`src/rtl/apb4_master_bridge_if.sv`:
```
// rtl/apb4_master_bridge_if.sv - request/response channel plus APB4 bus bundle for apb4_master_bridge
// The master modport is the bridge side; the slave modport is the fabric/peripheral environment.
interface apb4_master_bridge_if #(
  parameter int unsigned ADDR_W  = 32,
  parameter int unsigned DATA_W  = 32,
  parameter int unsigned NUM_SLV = 16
);
  localparam int unsigned STRB_W = DATA_W / 8;

  logic                      req_valid;
  logic                      req_ready;
  logic                      req_write;
  logic [ADDR_W-1:0]         req_addr;
  logic [DATA_W-1:0]         req_wdata;
  logic [STRB_W-1:0]         req_strb;
  logic [2:0]                req_prot;

  logic                      rsp_valid;
  logic                      rsp_ready;
  logic [DATA_W-1:0]         rsp_rdata;
  logic                      rsp_err;

  logic [ADDR_W-1:0]         PADDR;
  logic [NUM_SLV-1:0]        PSEL;
  logic                      PENABLE;
  logic                      PWRITE;
  logic [DATA_W-1:0]         PWDATA;
  logic [STRB_W-1:0]         PSTRB;
  logic [2:0]                PPROT;
  logic [NUM_SLV*DATA_W-1:0] PRDATA;
  logic [NUM_SLV-1:0]        PREADY;
  logic [NUM_SLV-1:0]        PSLVERR;

  modport master (
    input  req_valid, req_write, req_addr, req_wdata, req_strb, req_prot,
    output req_ready,
    output rsp_valid, rsp_rdata, rsp_err,
    input  rsp_ready,
    output PADDR, PSEL, PENABLE, PWRITE, PWDATA, PSTRB, PPROT,
    input  PRDATA, PREADY, PSLVERR
  );

  modport slave (
    output req_valid, req_write, req_addr, req_wdata, req_strb, req_prot,
    input  req_ready,
    input  rsp_valid, rsp_rdata, rsp_err,
    output rsp_ready,
    input  PADDR, PSEL, PENABLE, PWRITE, PWDATA, PSTRB, PPROT,
    output PRDATA, PREADY, PSLVERR
  );
endinterface

```
`src/rtl/apb4_master_bridge.sv`:
```
// rtl/apb4_master_bridge.sv - APB4 requester: valid/ready request to SETUP/ACCESS on one of NUM_SLV slaves
// Decodes the slave from the address, muxes the selected slave's response and bounds ACCESS with a timeout.
module apb4_master_bridge #(
  parameter int unsigned ADDR_W  = 32,
  parameter int unsigned DATA_W  = 32,
  parameter int unsigned NUM_SLV = 16,
  parameter int unsigned SLV_AW  = 12,
  parameter int unsigned TIMEOUT = 255
) (
  input  logic                PCLK,
  input  logic                PRESETn,
  apb4_master_bridge_if.master bus
);
  localparam int unsigned STRB_W = DATA_W / 8;
  localparam int unsigned IDX_W  = (NUM_SLV > 1) ? $clog2(NUM_SLV) : 1;
  localparam int unsigned CNT_W  = (TIMEOUT > 0) ? $clog2(TIMEOUT + 1) : 1;

  typedef enum logic [1:0] {
    S_IDLE   = 2'd0,
    S_SETUP  = 2'd1,
    S_ACCESS = 2'd2,
    S_RESP   = 2'd3
  } state_e;

  state_e              state_q, state_d;
  logic                ready_q, ready_d;
  logic [IDX_W-1:0]    idx_q, idx_d;
  logic [ADDR_W-1:0]   addr_q, addr_d;
  logic                write_q, write_d;
  logic [DATA_W-1:0]   wdata_q, wdata_d;
  logic [STRB_W-1:0]   strb_q, strb_d;
  logic [2:0]          prot_q, prot_d;
  logic [CNT_W-1:0]    cnt_q, cnt_d;
  logic [DATA_W-1:0]   rdata_q, rdata_d;
  logic                err_q, err_d;

  logic [IDX_W-1:0]    req_idx;
  logic                req_idx_ok;
  logic                sel_ready;
  logic                sel_err;
  logic [DATA_W-1:0]   sel_rdata;
  logic [NUM_SLV-1:0]  psel;

  generate
    if (NUM_SLV > 1) begin : g_dec
      assign req_idx = bus.req_addr[SLV_AW +: IDX_W];
    end else begin : g_dec_single
      assign req_idx = '0;
    end
  endgenerate

  // Non-power-of-two slave counts leave index values with no slave behind them.
  assign req_idx_ok = ({1'b0, req_idx} < (IDX_W + 1)'(NUM_SLV));

  assign sel_ready = bus.PREADY[idx_q];
  assign sel_err   = bus.PSLVERR[idx_q];
  assign sel_rdata = bus.PRDATA[idx_q * DATA_W +: DATA_W];

  always_comb begin
    state_d = state_q;
    idx_d   = idx_q;
    addr_d  = addr_q;
    write_d = write_q;
    wdata_d = wdata_q;
    strb_d  = strb_q;
    prot_d  = prot_q;
    cnt_d   = cnt_q;
    rdata_d = rdata_q;
    err_d   = err_q;

    case (state_q)
      S_IDLE: begin
        if (ready_q && bus.req_valid) begin
          idx_d = req_idx;
          if (req_idx_ok) begin
            addr_d  = bus.req_addr;
            write_d = bus.req_write;
            wdata_d = bus.req_wdata;
            strb_d  = bus.req_write ? bus.req_strb : '0;
            prot_d  = bus.req_prot;
            cnt_d   = '0;
            state_d = S_SETUP;
          end else begin
            rdata_d = '0;
            err_d   = 1'b1;
            state_d = S_RESP;
          end
        end
      end
      S_SETUP: state_d = S_ACCESS;
      S_ACCESS: begin
        if (sel_ready) begin
          err_d   = sel_err;
          rdata_d = (!write_q && !sel_err) ? sel_rdata : '0;
          state_d = S_RESP;
        end else if ((TIMEOUT != 0) && (cnt_q == CNT_W'(TIMEOUT))) begin
          err_d   = 1'b1;
          rdata_d = '0;
          state_d = S_RESP;
        end else begin
          cnt_d = cnt_q + 1'b1;
        end
      end
      S_RESP: begin
        if (bus.rsp_ready) state_d = S_IDLE;
      end
      default: state_d = S_IDLE;
    endcase

    // Registered so req_ready reads 0 while PRESETn is low and rises on the first clock after.
    ready_d = (state_d == S_IDLE);
  end

  always_ff @(posedge PCLK or negedge PRESETn) begin
    if (!PRESETn) begin
      state_q <= S_IDLE;
      ready_q <= 1'b0;
      idx_q   <= '0;
      addr_q  <= '0;
      write_q <= 1'b0;
      wdata_q <= '0;
      strb_q  <= '0;
      prot_q  <= '0;
      cnt_q   <= '0;
      rdata_q <= '0;
      err_q   <= 1'b0;
    end else begin
      state_q <= state_d;
      ready_q <= ready_d;
      idx_q   <= idx_d;
      addr_q  <= addr_d;
      write_q <= write_d;
      wdata_q <= wdata_d;
      strb_q  <= strb_d;
      prot_q  <= prot_d;
      cnt_q   <= cnt_d;
      rdata_q <= rdata_d;
      err_q   <= err_d;
    end
  end

  // PSEL/PENABLE decode straight from the state register so a reset drops them without a clock.
  always_comb begin
    psel = '0;
    if (state_q == S_SETUP || state_q == S_ACCESS) psel[idx_q] = 1'b1;
  end

  assign bus.req_ready = ready_q;
  assign bus.rsp_valid = (state_q == S_RESP);
  assign bus.rsp_rdata = rdata_q;
  assign bus.rsp_err   = err_q;
  assign bus.PSEL      = psel;
  assign bus.PENABLE   = (state_q == S_ACCESS);
  assign bus.PADDR     = addr_q;
  assign bus.PWRITE    = write_q;
  assign bus.PWDATA    = wdata_q;
  assign bus.PSTRB     = strb_q;
  assign bus.PPROT     = prot_q;
endmodule

```
`src/flat_wrapper.sv`:
```
// flat-port wrapper written by rule: the top's interface ports become plain ports
module apb4_master_bridge_flat 
#(
  parameter int unsigned ADDR_W  = 32,
  parameter int unsigned DATA_W  = 32,
  parameter int unsigned NUM_SLV = 16,
  parameter int unsigned SLV_AW  = 12,
  parameter int unsigned TIMEOUT = 255
)
  (PCLK, PRESETn, bus_req_valid, bus_req_write, bus_req_addr, bus_req_wdata, bus_req_strb, bus_req_prot, bus_req_ready, bus_rsp_valid, bus_rsp_rdata, bus_rsp_err, bus_rsp_ready, bus_PADDR, bus_PSEL, bus_PENABLE, bus_PWRITE, bus_PWDATA, bus_PSTRB, bus_PPROT, bus_PRDATA, bus_PREADY, bus_PSLVERR);
  apb4_master_bridge_if #(.ADDR_W(ADDR_W), .DATA_W(DATA_W), .NUM_SLV(NUM_SLV)) bus_i ();
  input  logic PCLK;
  input  logic PRESETn;
  input wire logic [$bits(bus_i.req_valid)-1:0] bus_req_valid;
  input wire logic [$bits(bus_i.req_write)-1:0] bus_req_write;
  input wire logic [$bits(bus_i.req_addr)-1:0] bus_req_addr;
  input wire logic [$bits(bus_i.req_wdata)-1:0] bus_req_wdata;
  input wire logic [$bits(bus_i.req_strb)-1:0] bus_req_strb;
  input wire logic [$bits(bus_i.req_prot)-1:0] bus_req_prot;
  output wire logic [$bits(bus_i.req_ready)-1:0] bus_req_ready;
  output wire logic [$bits(bus_i.rsp_valid)-1:0] bus_rsp_valid;
  output wire logic [$bits(bus_i.rsp_rdata)-1:0] bus_rsp_rdata;
  output wire logic [$bits(bus_i.rsp_err)-1:0] bus_rsp_err;
  input wire logic [$bits(bus_i.rsp_ready)-1:0] bus_rsp_ready;
  output wire logic [$bits(bus_i.PADDR)-1:0] bus_PADDR;
  output wire logic [$bits(bus_i.PSEL)-1:0] bus_PSEL;
  output wire logic [$bits(bus_i.PENABLE)-1:0] bus_PENABLE;
  output wire logic [$bits(bus_i.PWRITE)-1:0] bus_PWRITE;
  output wire logic [$bits(bus_i.PWDATA)-1:0] bus_PWDATA;
  output wire logic [$bits(bus_i.PSTRB)-1:0] bus_PSTRB;
  output wire logic [$bits(bus_i.PPROT)-1:0] bus_PPROT;
  input wire logic [$bits(bus_i.PRDATA)-1:0] bus_PRDATA;
  input wire logic [$bits(bus_i.PREADY)-1:0] bus_PREADY;
  input wire logic [$bits(bus_i.PSLVERR)-1:0] bus_PSLVERR;
  assign bus_i.req_valid = bus_req_valid;
  assign bus_i.req_write = bus_req_write;
  assign bus_i.req_addr = bus_req_addr;
  assign bus_i.req_wdata = bus_req_wdata;
  assign bus_i.req_strb = bus_req_strb;
  assign bus_i.req_prot = bus_req_prot;
  assign bus_req_ready = bus_i.req_ready;
  assign bus_rsp_valid = bus_i.rsp_valid;
  assign bus_rsp_rdata = bus_i.rsp_rdata;
  assign bus_rsp_err = bus_i.rsp_err;
  assign bus_i.rsp_ready = bus_rsp_ready;
  assign bus_PADDR = bus_i.PADDR;
  assign bus_PSEL = bus_i.PSEL;
  assign bus_PENABLE = bus_i.PENABLE;
  assign bus_PWRITE = bus_i.PWRITE;
  assign bus_PWDATA = bus_i.PWDATA;
  assign bus_PSTRB = bus_i.PSTRB;
  assign bus_PPROT = bus_i.PPROT;
  assign bus_i.PRDATA = bus_PRDATA;
  assign bus_i.PREADY = bus_PREADY;
  assign bus_i.PSLVERR = bus_PSLVERR;
  apb4_master_bridge #(.ADDR_W(ADDR_W), .DATA_W(DATA_W), .NUM_SLV(NUM_SLV), .SLV_AW(SLV_AW), .TIMEOUT(TIMEOUT)) u_core (.PCLK(PCLK), .PRESETn(PRESETn), .bus(bus_i));
endmodule
```
`config.mk`:
```
export PLATFORM = sky130hd
export DESIGN_NAME = apb4_master_bridge_flat
export DESIGN_NICKNAME = d
export VERILOG_FILES = /design/src/rtl/apb4_master_bridge_if.sv /design/src/rtl/apb4_master_bridge.sv /design/src/flat_wrapper.sv
export SDC_FILE = /design/constraint.sdc
export NUM_CORES = 1
export LEC_CHECK = 0
export BUFFER_PORTS_ARGS = -buffer_cell sky130_fd_sc_hd__buf_2
export CORE_AREA = 2 2 289 291
export DETAILED_ROUTE_END_ITERATION = 16
export DIE_AREA = 0 0 291 293
export PLACE_DENSITY = 0.4
export RECOVER_POWER = 100
export SYNTH_ARGS = -nofsm -noshare
export SYNTH_HDL_FRONTEND = slang
export SYNTH_SLANG_ARGS = --single-unit
```
`constraint.sdc`:
```
create_clock -name PCLK -period 2.1 [get_ports PCLK]
set_input_delay 0.105 -clock PCLK [delete_from_list [all_inputs] [get_ports PCLK]]
set_output_delay 0.105 -clock PCLK [all_outputs]
set_load 0.02 [all_outputs]
```
# ---- Word-level counts from Yosys, hierarchy flattened
# Cells that the tools add are included.
dict set report word_totals {
  register_bits 120
  input_bits 620
  wordCells 57
}
dict set report classes {
  shift 1
  n_eq_ne 7
  n_reduce_logical 13
  mux 22
  n_addsub 1
  order_cmp 2
}
# cell count
set ops {}
lappend ops {{512-bit by 10-bit variable part select with 32-bit output} 1}
lappend ops {{32-bit 2-to-1 mux} 3}
lappend ops {{8-bit 2-to-1 mux} 3}
lappend ops {{16-bit 2-to-1 mux} 1}
lappend ops {{8-bit one-hot mux with 2 select lines} 1}
lappend ops {{8-bit by 1-bit adder with 8-bit output, second input constant} 1}
lappend ops {{1-bit binary-select mux with 4-bit select} 2}
lappend ops {{8-bit equality test, second input constant} 1}
lappend ops {{2-bit 2-to-1 mux} 4}
lappend ops {{2-bit one-hot mux with 4 select lines} 1}
lappend ops {{4-bit by 5-bit less-than comparator with 1-bit output, second input constant} 1}
lappend ops {{1-bit 2-to-1 mux} 5}
lappend ops {{1-bit demux with 4-bit select} 1}
lappend ops {{2-bit equality test, second input constant} 2}
lappend ops {{4-bit by 1-bit greater-or-equal comparator with 1-bit output, second input constant} 1}
lappend ops {{2-bit zero test} 2}
lappend ops {{4-bit 2-to-1 mux} 1}
lappend ops {{2-bit inequality test, second input constant} 2}
lappend ops {{2-bit AND reduction} 2}
lappend ops {{4-bit AND reduction} 1}
lappend ops {{2-bit nonzero test} 2}
lappend ops {{1-bit logical AND} 3}
lappend ops {{2-bit by 1-bit equality test with 1-bit output, second input constant} 1}
lappend ops {{1-bit zero test} 2}
lappend ops {{2 further kinds} 2}

# ---- Logic depth before layout (Yosys ltp)
dict set report depth {
  word_depth 6
  mapped_depth 8
}

# ---- Worst setup path before layout
# No wires, ideal clock.
dict set report synth_path {
  path_type {flip-flop to flip-flop}
  start {reg u_core.idx_q[1]}
  end {reg u_core.rdata_q[27], in the netlist u_core.bus.rsp_rdata[27]}
  t_arrival_ps 2157
  synth_period_minus_slack_ps 2278
  path_slack_ps -178
  path_stages_with_launch 7
  cell_sequence {dfrtp_1 > buf_6 > buf_2 > buf_1 > mux4_2 > mux4_2 > a22o_1}
}
dict set report synth_between {
  elab_chain_cells 6
}
# item line_no
set synth_rtl {}
lappend synth_rtl {{start, declared} apb4_master_bridge.sv:27} ;# logic [IDX_W-1:0] idx_q, idx_d;
lappend synth_rtl {{start signal, assigned} apb4_master_bridge.sv:130} ;# idx_q <= idx_d;
lappend synth_rtl {{branches (longest 6 deep; another with 512-bit by 10-bit variable part select with 32-bit output)} --}
lappend synth_rtl {{end signal, assigned} apb4_master_bridge.sv:137} ;# rdata_q <= rdata_d;
lappend synth_rtl {{end, declared} apb4_master_bridge.sv:34} ;# logic [DATA_W-1:0] rdata_q, rdata_d;
# Parallel ways; which one is timed is not known. The select of a mux whose other input is x is not followed.
# A chain may end at the register's enable or synchronous reset.

# ---- Worst setup path in the final report
dict set report layout_path {
  start {reg u_core.idx_q[1]}
  end {reg u_core.rdata_q[29], in the netlist u_core.bus.rsp_rdata[29]}
}
# The elaborated chain is that of the path after synthesis.

==> metrics.md <==
| Metric | Value |
|---|---|
| Slew headroom | `38.6%` |
| Area share of the leading cell type in the synthesized netlist | `43.2%` |
| Final Non-Filler Cells | `about 2500` |
| Gate power share | `68.0%` |
| Syn Nets | `roughly 1200` |
| Post-layout instance area | `0.0162 mm2` |
| Synth warn | `0` |
| Initial antenna violation count | `19` |
| Flop pwr share | `between 15 and 20%` |
| Critical path's largest stage delay | `0.50 ns` |
| Flops & latches, synth | `approximately 120` |
| Crit-path max FO | `15` |
| Die X | `291 um` |
| Detailed-route via count | `roughly 9500` |
| Core box area | `0.0818 mm2` |
| Crit path kind | `register to register` |
| Dpl cell area | `~0.014 mm2` |
| Finished Core Util | `approximately a fifth` |
| Clock transition at path regs | `~0.070 ns` |
| Vias per inst | `between 3 and 4` |
| Worst-case clock buffer depth | `2` |
| Largest net degree at the start of global routing | `39` |
| Crit path DAT | `2.70 ns` |
| Post-synth EDFFs | `0` |
| CTS tree | `done` |
| DR DRC count | `0` |
| Worst slack, placed | `-0.319 ns` |
| Worst VDD drop | `0.483 mV` |
| RSZ-0062 raised after global routing | `true` |
| Final worst slack | `-0.248 ns` |
| Worst path top cell family by delay | `multiplexers` |
| Skew final | `0.0166 ns` |
| Final Setup Violations | `43` |
| Failing checks | `setup timing` |
| Clk_lat worst skew | `between 0.4 and 0.5 ns` |
| First-pass GRT wire length | `just under 80000 um` |
| Yosys cell types | `37` |
| Synth Area in Compound Gates | `5.83%` |
| Critical path buffers and inverters | `4` |
| Total Die Area | `between 0.08 and 0.09 mm2` |
| Ys async rst share | `100%` |
| Max-cap violation count | `0` |
| Leakage power | `between 7 and 8 nW` |
| Clk root buf | `clkbuf_16` |
| TNS Setup | `-7.28 ns` |
| Final Hold Viols | `0` |
| Post-synth top flop | `dfrtp_1` |
| H-tree levels | `4` |
| Layout cell share with drive strength beyond 1 | `between 70 and 80%` |
| Area delta synth->final | `85.5%` |
| Overall die height | `293 um` |
| Worst min-delay path category | `primary input to register` |
| Sequential element share of the synthesized area | `between 30% and 40%` |
| Nets | `~2100` |
| Clk sinks | `116` |
| Int Power | `between 10 and 15 mW` |
| Initial core utilization | `10.7%` |
| Pre-antenna DRT Iters | `7` |
| Final worst-path cycle share | `112%` |
| Syn Area/Cell | `15.8 um2` |
| Simple-Gate Fraction of Synth Area | `3.16%` |
| Worst Tran Pin Value | `0.922 ns` |
| Commonest non-fill, non-tap cells in the layout | `buf_2 (635), mux4_2 (168), dfrtp_1 (112)` |
| Crit start category | `register` |
| CP Data Required Time | `between 2 and 2.5 ns` |
| Vias in the first global route | `between 10000 and 15000` |
| RePlAce Congestion | `between 1 and 1.5` |
| Global route overflow | `0` |
| Synth area leader | `mux4_2` |
| I/O pins | `744` |
| Antenna Violating Nets Remaining | `0` |
| Crit-path cells | `buf_8 > buf_8 > buf_16 > buf_12 > mux4_2 > mux4_2 > a22o_1` |
| IO buf count | `roughly 740` |
| Clock share of power | `around 14%` |
| Largest family of logic cells by synthesized area | `multiplexers` |
| Post-synthesis xor/xnor area fraction | `0%` |
| Max-slew violations | `0` |
| CP max-delay cell | `dfrtp_4` |
| Core Rows | `105` |
| Commonest non-fill, non-tap cell in the layout | `buf_2` |
| Synthesized instance count | `approximately 550` |
| TritonCTS buffer count | `17` |
| Synth area leaders | `mux4_2 (43%), dfrtp_1 (33%), mux2_2 (9.0%)` |
| Net Sw Frac | `between 40% and 50%` |
| Critical Path End Type | `register` |
| Final wirelength | `a little under 60000 um` |
| Power per cell area | `between 1000 and 1500 mW/mm2` |
| Routed len/inst | `~23 um` |
| Status | `complete, but fails checks` |
| Sw power | `~9 mW` |
| Synth Area in Adders | `less than 1%` |
| Post-Place Cells | `around 2400` |
| DRT iter0 DRCs | `420` |
| Mapped Area | `just under 0.009 mm2` |
| Min Tclk post-route | `approximately 2.3 ns` |
| Tot GR Track Use | `roughly an eighth` |
| Hpwl dp | `46700 um` |
| F_max | `~430 MHz` |
| Mux share of post-synthesis cell area | `53.0%` |
final timing paths:
path	start	cells past startpoint	to	slack [ns]
max	u_core.idx_q[1]	7	u_core.bus.rsp_rdata[29]	-0.25
min	bus_req_valid	4	u_core.state_q[1]	0.12
max reg2reg	u_core.idx_q[1]	7	u_core.bus.rsp_rdata[29]	-0.25
min reg2reg	u_core.bus.PSTRB[0]	2	u_core.bus.PSTRB[0]	0.48
max in group asynchronous	PRESETn	3	u_core.bus.rsp_rdata[12]	0.35
min in group asynchronous	PRESETn	2	u_core.bus.PPROT[1]	0.33
registers in the layout, summed over array words and instances, names as in the netlist:
name,cells
u_core.bus.PWDATA,32
u_core.state_q,2
u_core.bus.PWRITE,1
u_core.idx_q,3
u_core.bus.req_ready,1
u_core.bus.PPROT,3
u_core.bus.PADDR,29
u_core.bus.rsp_err,1
u_core.bus.rsp_rdata,32
u_core.bus.PSTRB,4
u_core.cnt_q,8
stage by stage:
stage / hold WS (ns) / total power [mW]
final: 0.116 / 21.9
after global routing: 0.117 / 23.3
after detailed placement: 0.0347 / 17.1
after global placement: 0.0345 / 17.0
after floorplan: -0.191 / 12.7
after CTS: 0.0515 / 21.9
cell usage after synthesis (2+ instances only):
master    instances
nand3b_1          3
nand3_1           6
mux2_2           70
nor3_1            7
ha_1              5
a22o_1           32
buf_1            12
o31ai_1           2
a31oi_1           5
inv_1             7
mux2i_1           4
dfrtp_1         116
buf_6             6
buf_2             9
and3_1            4
buf_4            17
nor2_1           18
o211ai_1          2
o21ai_0           7
nand2_1          15
o2111a_1          2
mux4_2          168
nand2b_1          4
a21oi_1           7
clkbuf_1         13
layer usage:
layer	wire (um)	global-route usage [%]
met5	44	0
met1	22300	14.5
met2	29400	22.7
met3	4990	4.70
met4	1860	5.54
power groups by stage:
| stage | registers [mW] | clock network [mW] | logic [mW] |
|---|---|---|---|
| floorplan | 4.80 | 0 | 7.91 |
| global placement | 4.03 | 0 | 13.0 |
| detailed placement | 4.07 | 0 | 13.1 |
| CTS | 3.81 | 3.35 | 14.7 |
| global route | 3.98 | 3.41 | 15.9 |
| finish | 3.85 | 3.16 | 14.9 |
worst register-to-register path, cell delays in order, from the launching register on:
cell     delay (ns)
dfrtp_4        0.50
buf_8          0.15
buf_8          0.15
buf_16         0.16
buf_12         0.31
mux4_2         0.31
mux4_2         0.47
a22o_1         0.20
what timing repair did:
| action | CTS | global route |
|---|---|---|
| setup endpoints to repair | 48 | 48 |
| pin swaps | 6 | 9 |
| hold buffers | 77 | 0 |
| setup buffers | 17 | 12 |
| gates resized for setup | 42 | 23 |
| cloned | 6 | 5 |
| endpoints found under the hold margin | 188 | 0 |
area by class of cell:
cell class                 count  area (um2)
timing repair buffer         925        5720
antenna                        5        12.5
clock inverter                14         176
multi-input combinational    372        5610
clock buffer                  18         429
inverter                       8        30.0
tap                         1070        1340
sequential                   116        2920
fill                        9064       65600
logic make-up after synthesis:
| logic type | Yosys count |
|---|---|
| multiplexers | 243 |
| AO/OA/AOI/OAI | 65 |
| flip-flops | 116 |
| AND/OR/NAND/NOR | 59 |
| buffers and inverters | 65 |
| adder cells (fa/ha/maj) | 5 |
Note: power is estimated with default switching activity, not from simulation.
